## config.mk

```make
export PLATFORM = sky130hd
export DESIGN_NAME = hex_display
export DESIGN_NICKNAME = d
export VERILOG_FILES = /design/src/rtl/hex_display.sv
export SDC_FILE = /design/constraint.sdc
export NUM_CORES = 1
export LEC_CHECK = 0
export ABC_AREA = 1
export CAP_MARGIN = 20
export CELL_PAD_IN_SITES_DETAIL_PLACEMENT = 0
export CELL_PAD_IN_SITES_GLOBAL_PLACEMENT = 1
export CORE_UTILIZATION = 39
export CTS_BUF_LIST = sky130_fd_sc_hd__clkbuf_2 sky130_fd_sc_hd__clkbuf_4 sky130_fd_sc_hd__clkbuf_8
export CTS_CLUSTER_DIAMETER = 100
export DETAILED_ROUTE_END_ITERATION = 12
export GPL_TIMING_DRIVEN = 1
export HOLD_SLACK_MARGIN = 0.1
export PLACE_DENSITY = 0.81
export SYNTH_ARGS = -nofsm -noshare
export SYNTH_HDL_FRONTEND = slang
export SYNTH_SLANG_ARGS = --single-unit
```

## constraint.sdc

```tcl
create_clock -name clk -period 2.6 [get_ports clk]
set_input_delay 0.52 -clock clk [delete_from_list [all_inputs] [get_ports clk]]
set_output_delay 0.52 -clock clk [all_outputs]
set_load 0.1 [all_outputs]
```

## src/rtl/hex_display.sv

```systemverilog
// hex_display: 4-digit common-anode 7-segment driver for the core's debug word.
// The word is snapshotted once per scan frame so that a frame never tears. A
// debounced push-button toggles which 16-bit half of the word is shown.
// Optional feature macro: HEX_DISPLAY_BLANK_EN (leading-zero blanking).
module hex_display #(
  parameter int SCAN_CYCLES     = 100000,
  parameter int DEBOUNCE_CYCLES = 1000000
) (
  input  logic        clk,
  input  logic        reset,
  input  logic [31:0] value,
  input  logic        btn_page,
  output logic [6:0]  seg,
  output logic [3:0]  an,
  output logic        dp,
  output logic        page
);

  localparam int SCAN_W = (SCAN_CYCLES > 2) ? $clog2(SCAN_CYCLES) : 1;
  localparam int DEB_W  = (DEBOUNCE_CYCLES > 2) ? $clog2(DEBOUNCE_CYCLES) : 1;

  localparam logic [SCAN_W-1:0] SCAN_LAST = SCAN_W'(SCAN_CYCLES - 1);
  localparam logic [DEB_W-1:0]  DEB_LAST  = DEB_W'(DEBOUNCE_CYCLES - 1);

  // Hex digit to active-low segments {g,f,e,d,c,b,a}.
  function automatic logic [6:0] hex7(input logic [3:0] n);
    logic [6:0] s;
    case (n)
      4'h0: s = 7'b1000000;
      4'h1: s = 7'b1111001;
      4'h2: s = 7'b0100100;
      4'h3: s = 7'b0110000;
      4'h4: s = 7'b0011001;
      4'h5: s = 7'b0010010;
      4'h6: s = 7'b0000010;
      4'h7: s = 7'b1111000;
      4'h8: s = 7'b0000000;
      4'h9: s = 7'b0010000;
      4'hA: s = 7'b0001000;
      4'hB: s = 7'b0000011;
      4'hC: s = 7'b1000110;
      4'hD: s = 7'b0100001;
      4'hE: s = 7'b0000110;
      default: s = 7'b0001110;
    endcase
    return s;
  endfunction

  // Nibble d of a 16-bit half.
  function automatic logic [3:0] pick_nib(input logic [15:0] half, input logic [1:0] d);
    logic [3:0] n;
    case (d)
      2'd0:    n = half[3:0];
      2'd1:    n = half[7:4];
      2'd2:    n = half[11:8];
      default: n = half[15:12];
    endcase
    return n;
  endfunction

  // True when digit d is a leading zero (it and every higher nibble are zero).
  // Digit 0 always stays lit so a zero value still shows "0".
  function automatic logic lead_zero(input logic [15:0] half, input logic [1:0] d);
    logic z;
    case (d)
      2'd0:    z = 1'b0;
      2'd1:    z = (half[15:4] == 12'h000);
      2'd2:    z = (half[15:8] == 8'h00);
      default: z = (half[15:12] == 4'h0);
    endcase
    return z;
  endfunction

  logic [SCAN_W-1:0] scan_cnt;
  logic              tc;
  logic [1:0]        digit;
  logic [31:0]       snap;

  logic              sync_p0;
  logic              sync_p1;
  logic              btn_acc;
  logic              btn_acc_d;
  logic [DEB_W-1:0]  deb_cnt;

  logic [15:0]       half;
  logic [3:0]        nib;
  logic [6:0]        seg_nxt;
  logic [3:0]        an_nxt;
  logic              dp_nxt;

  assign tc = (scan_cnt == SCAN_LAST);

  // Prescaler and digit counter; the digit advances on each terminal count.
  always_ff @(posedge clk or posedge reset) begin
    if (reset) begin
      scan_cnt <= '0;
      digit    <= 2'd0;
    end else begin
      if (tc) begin
        scan_cnt <= '0;
        digit    <= digit + 2'd1;
      end else begin
        scan_cnt <= scan_cnt + SCAN_W'(1);
      end
    end
  end

  // Snapshot loads on the edge where digit wraps 3->0, so a frame never tears.
  always_ff @(posedge clk or posedge reset) begin
    if (reset) begin
      snap <= 32'h0;
    end else if (tc && (digit == 2'd3)) begin
      snap <= value;
    end
  end

  // Two-flop synchronizer for the asynchronous button.
  always_ff @(posedge clk or posedge reset) begin
    if (reset) begin
      sync_p0 <= 1'b0;
      sync_p1 <= 1'b0;
    end else begin
      sync_p0 <= btn_page;
      sync_p1 <= sync_p0;
    end
  end

  // Debounce: accept the new level after DEBOUNCE_CYCLES consecutive differing samples.
  always_ff @(posedge clk or posedge reset) begin
    if (reset) begin
      btn_acc <= 1'b0;
      deb_cnt <= '0;
    end else if (sync_p1 == btn_acc) begin
      deb_cnt <= '0;
    end else if (deb_cnt == DEB_LAST) begin
      btn_acc <= sync_p1;
      deb_cnt <= '0;
    end else begin
      deb_cnt <= deb_cnt + DEB_W'(1);
    end
  end

  // Page toggles one cycle after the accepted level rises; release is ignored.
  always_ff @(posedge clk or posedge reset) begin
    if (reset) begin
      btn_acc_d <= 1'b0;
      page      <= 1'b0;
    end else begin
      btn_acc_d <= btn_acc;
      if (btn_acc && !btn_acc_d) begin
        page <= ~page;
      end
    end
  end

  // Next display pattern from the current digit, page and snapshot.
  always_comb begin
    half    = page ? snap[31:16] : snap[15:0];
    nib     = pick_nib(half, digit);
    seg_nxt = hex7(nib);
`ifdef HEX_DISPLAY_BLANK_EN
    if (lead_zero(half, digit)) begin
      seg_nxt = 7'b1111111;
    end
`endif
    an_nxt  = ~(4'b0001 << digit);
    dp_nxt  = ~((digit == 2'd3) && page);
  end

  // Registered display outputs; blank and all anodes off while in reset.
  always_ff @(posedge clk or posedge reset) begin
    if (reset) begin
      seg <= 7'b1111111;
      an  <= 4'b1111;
      dp  <= 1'b1;
    end else begin
      seg <= seg_nxt;
      an  <= an_nxt;
      dp  <= dp_nxt;
    end
  end

`ifndef HEX_DISPLAY_BLANK_EN
  // lead_zero is only needed by the blanking build.
  logic unused_blank;
  assign unused_blank = lead_zero(16'h0, 2'd0);
`endif

endmodule
```

==> run metrics <==
top-area cell type share of the netlist area 43.1%; switching share of power ~22%; Die Area 0.0117 sq mm; # hold bufs at CTS 0; Overflow after GRT 0; r2r startpoint digit[0]$_DFFE_PP0N_; worst reg2reg path depth 13; cell mode on critical path nand2_1; sequential power share between 50% and 60%; WHS around 0.37 ns; Fillers roughly 1,100; final setup skew approximately 0.011 ns; peak supply drop 203 uV; nets between 600 and 700; first-pass GRT wire length 16.2 mm; CTS H-Tree Depth 3; startpoint types flop; most frequent cell after synthesis nand2_1; Die Ht between 100 and 150 microns; PD cells 476 mW/mm^2; reg-to-reg endpoint seg[2]$_DFF_PP1_; Critical Path, Cell by Cell inv_1, ha_1, nand2_1, nand2_1, inv_1, nand2_1, nand2_1, nand2_1, nand2_1, ha_1, inv_1, nand3_1, o21ai_0; Mapped Area ~0.0044 sq mm; status completed; Worst-Margin Slew 0.691 ns; clock share of power 39.6%; Primary FF master, synth dfrtp_1; clk_lat worst skew 0.37 ns; syn_nets 598; yosys warns 0; Rel. slew slack around 54%; Hold Path Origin sync_p0$_DFF_PP0_; DRC errors left 0; LEAKAGE 0.00244 uW; via count between 3,000 and 4,000; antenna fix cells 0; CP endpoint kind flop; Final WS setup 0.463 ns; WL per Instance 12.7 microns; cell count after synthesis 550; share of layout cells above drive strength 1 9.60%; FF+latch count, synth 88; f_max ~470 MHz; CP max FO 8; Total Wirelength 9.43 mm; clk slew on worst S/H paths 0.08 ns; DRT Pass-1 Iters 5; GRT Total Usage ~18%; Detailed Place HPWL between 6 and 7 mm; DRT iter0 DRCs 158; Post-synth EDFFs 0; RSZ-0062 raised after global routing false; # clock sinks 88; CTS tree done; area grow syn2layout 18.0%; top post-synthesis cells by count nand2_1 (156), dfrtp_1 (76), inv_1 (65), nor2_1 (61), nand3_1 (60); largest net degree at the start of global routing 40; clk buf depth 2; final core utilization 47.6%; Worst Hold Class reg -> reg; Reg2Reg Setup Slack 0.46 ns; Crit Path Class reg -> reg; number of placed I/O pins 48; Final Hold Viols 0; period utilization 82.2%; critical path's slowest cell dfrtp_1; via-per-instance ratio about 4.7; Sw Pwr about 540 uW; FFs w/ async S/R, synth 100%; CTS Buf Count 9; Die W 108 microns; post-route minimum period 2.14 ns; GP Congestion 0.900; sequential element share of the synthesized area 50.3%; post-synth top area cell dfrtp_1; # rows 38; Starting Density 40.3%; setup TNS 0 ns; core area 0.0109 sq mm; Antenna Violating Nets Remaining 0; Setup crit end seg[2]$_DFF_PP1_; Crit. Startpoint digit[0]$_DFFE_PP0N_; Critical Path RT 2.89 ns; Logic pwr share 4.4%; max_cap viols 0; vias in the first global route between 3,000 and 4,000; Root Driver clkbuf_8; max-slew violations 0; arrival time worst endpoint 2.43 ns; Area contributors post-synth dfrtp_1 (43%), nand2_1 (13%), dfstp_2 (7.2%); final setup fails 0; I/O Buffers 47; CTS resizes 0; Mapped Avg Cell Area 8.02 sq um; initial antenna violation count 0; Post-CTS Setup Inserts 0; Internal 1930 uW; CP max stage delay 0.43 ns; pre-CTS setup slack 0.460 ns; Netlist cell types 27
cells in the final DEF (no fill, tap or decap), types with 15 or more instances in the layout:
cell type and n:
nand3_1 60, nor2_1 61, nor3_1 15, dfrtp_1 76, nand2_1 156, xor2_1 20
clkdlybuf4s50_1 34, inv_1 64, buf_4 17, a21oi_1 21
flip-flops by register name, summed over array words and instances, names as in the netlist:
signal     flops
snap          32
deb_cnt       20
scan_cnt      17
seg            7
an             4
digit          2
btn_acc        1
btn_acc_d      1
dp             1
page           1
sync_p0        1
sync_p1        1
final cells by class:
type	count	area (sq um)	share of cell area (%)
Sequential cell	88	2220	42.6
Timing Repair Buffer	52	488	9.38
Multi-Input combinational cell	380	1860	35.7
Tap cell	140	175	3.37
Clock inverter	5	55.1	1.06
Inverter	68	259	4.98
Clock buffer	11	151	2.91
power groups by stage:
stage	clock, uW	combinational (uW)	sequential [uW]
after CTS	1020	114	1380
after floorplan	0	39.1	1410
after detailed placement	0	113	1410
after global routing	1070	124	1390
after global placement	0	112	1410
final	980	110	1380
kinds of logic after synthesis:
family	after synthesis	share of synthesized area, %
AOI/OAI and AO/OA	32	3.83
xor gates and xnor gates	24	4.77
adders and majority gates	13	3.69
buffers and inverters	82	7.60
DFF	88	50.3
and+or+nand+nor	311	29.8
worst min path at each step:
stage                     slack (ns)           endpoint  cells past startpoint
after floorplan                 0.33  sync_p1$_DFF_PP0_                      0
after global placement          0.34  sync_p1$_DFF_PP0_                      0
after detailed placement        0.35  sync_p1$_DFF_PP0_                      0
after CTS                       0.37  sync_p1$_DFF_PP0_                      0
after global routing            0.38  sync_p1$_DFF_PP0_                      0
final                           0.37  sync_p1$_DFF_PP0_                      0
through the flow:
| stage | power (uW) | instance area, sq um | cells |
|---|---|---|---|
| final | 2470 | 5200 | 744 |
| after global routing | 2580 | 5200 | 744 |
| after CTS | 2510 | 5200 | 744 |
| after detailed placement | 1520 | 5000 | 728 |
| after global placement | 1520 | 5000 | 728 |
| after floorplan | 1450 | 4410 | 550 |
metal layers:
metal,global-route usage [%],vias up,wire length (microns)
li1,-,1815,-
met1,23.4,1609,4530
met2,29.0,55,4350
met3,4.16,13,394
met4,7.53,0,159
met5,0,-,0
worst max-delay path: cells and delay by family (launching register included):
| family | cells | cell delay, ns |
|---|---|---|
| adder cells (fa/ha/maj) | 2 | 0.66 |
| AND/OR/NAND/NOR | 7 | 0.55 |
| flip-flops | 1 | 0.43 |
| buffers and inverters | 3 | 0.25 |
| AO/OA/AOI/OAI | 1 | 0.17 |
No activity file was read; power rests on OpenSTA's default activity.
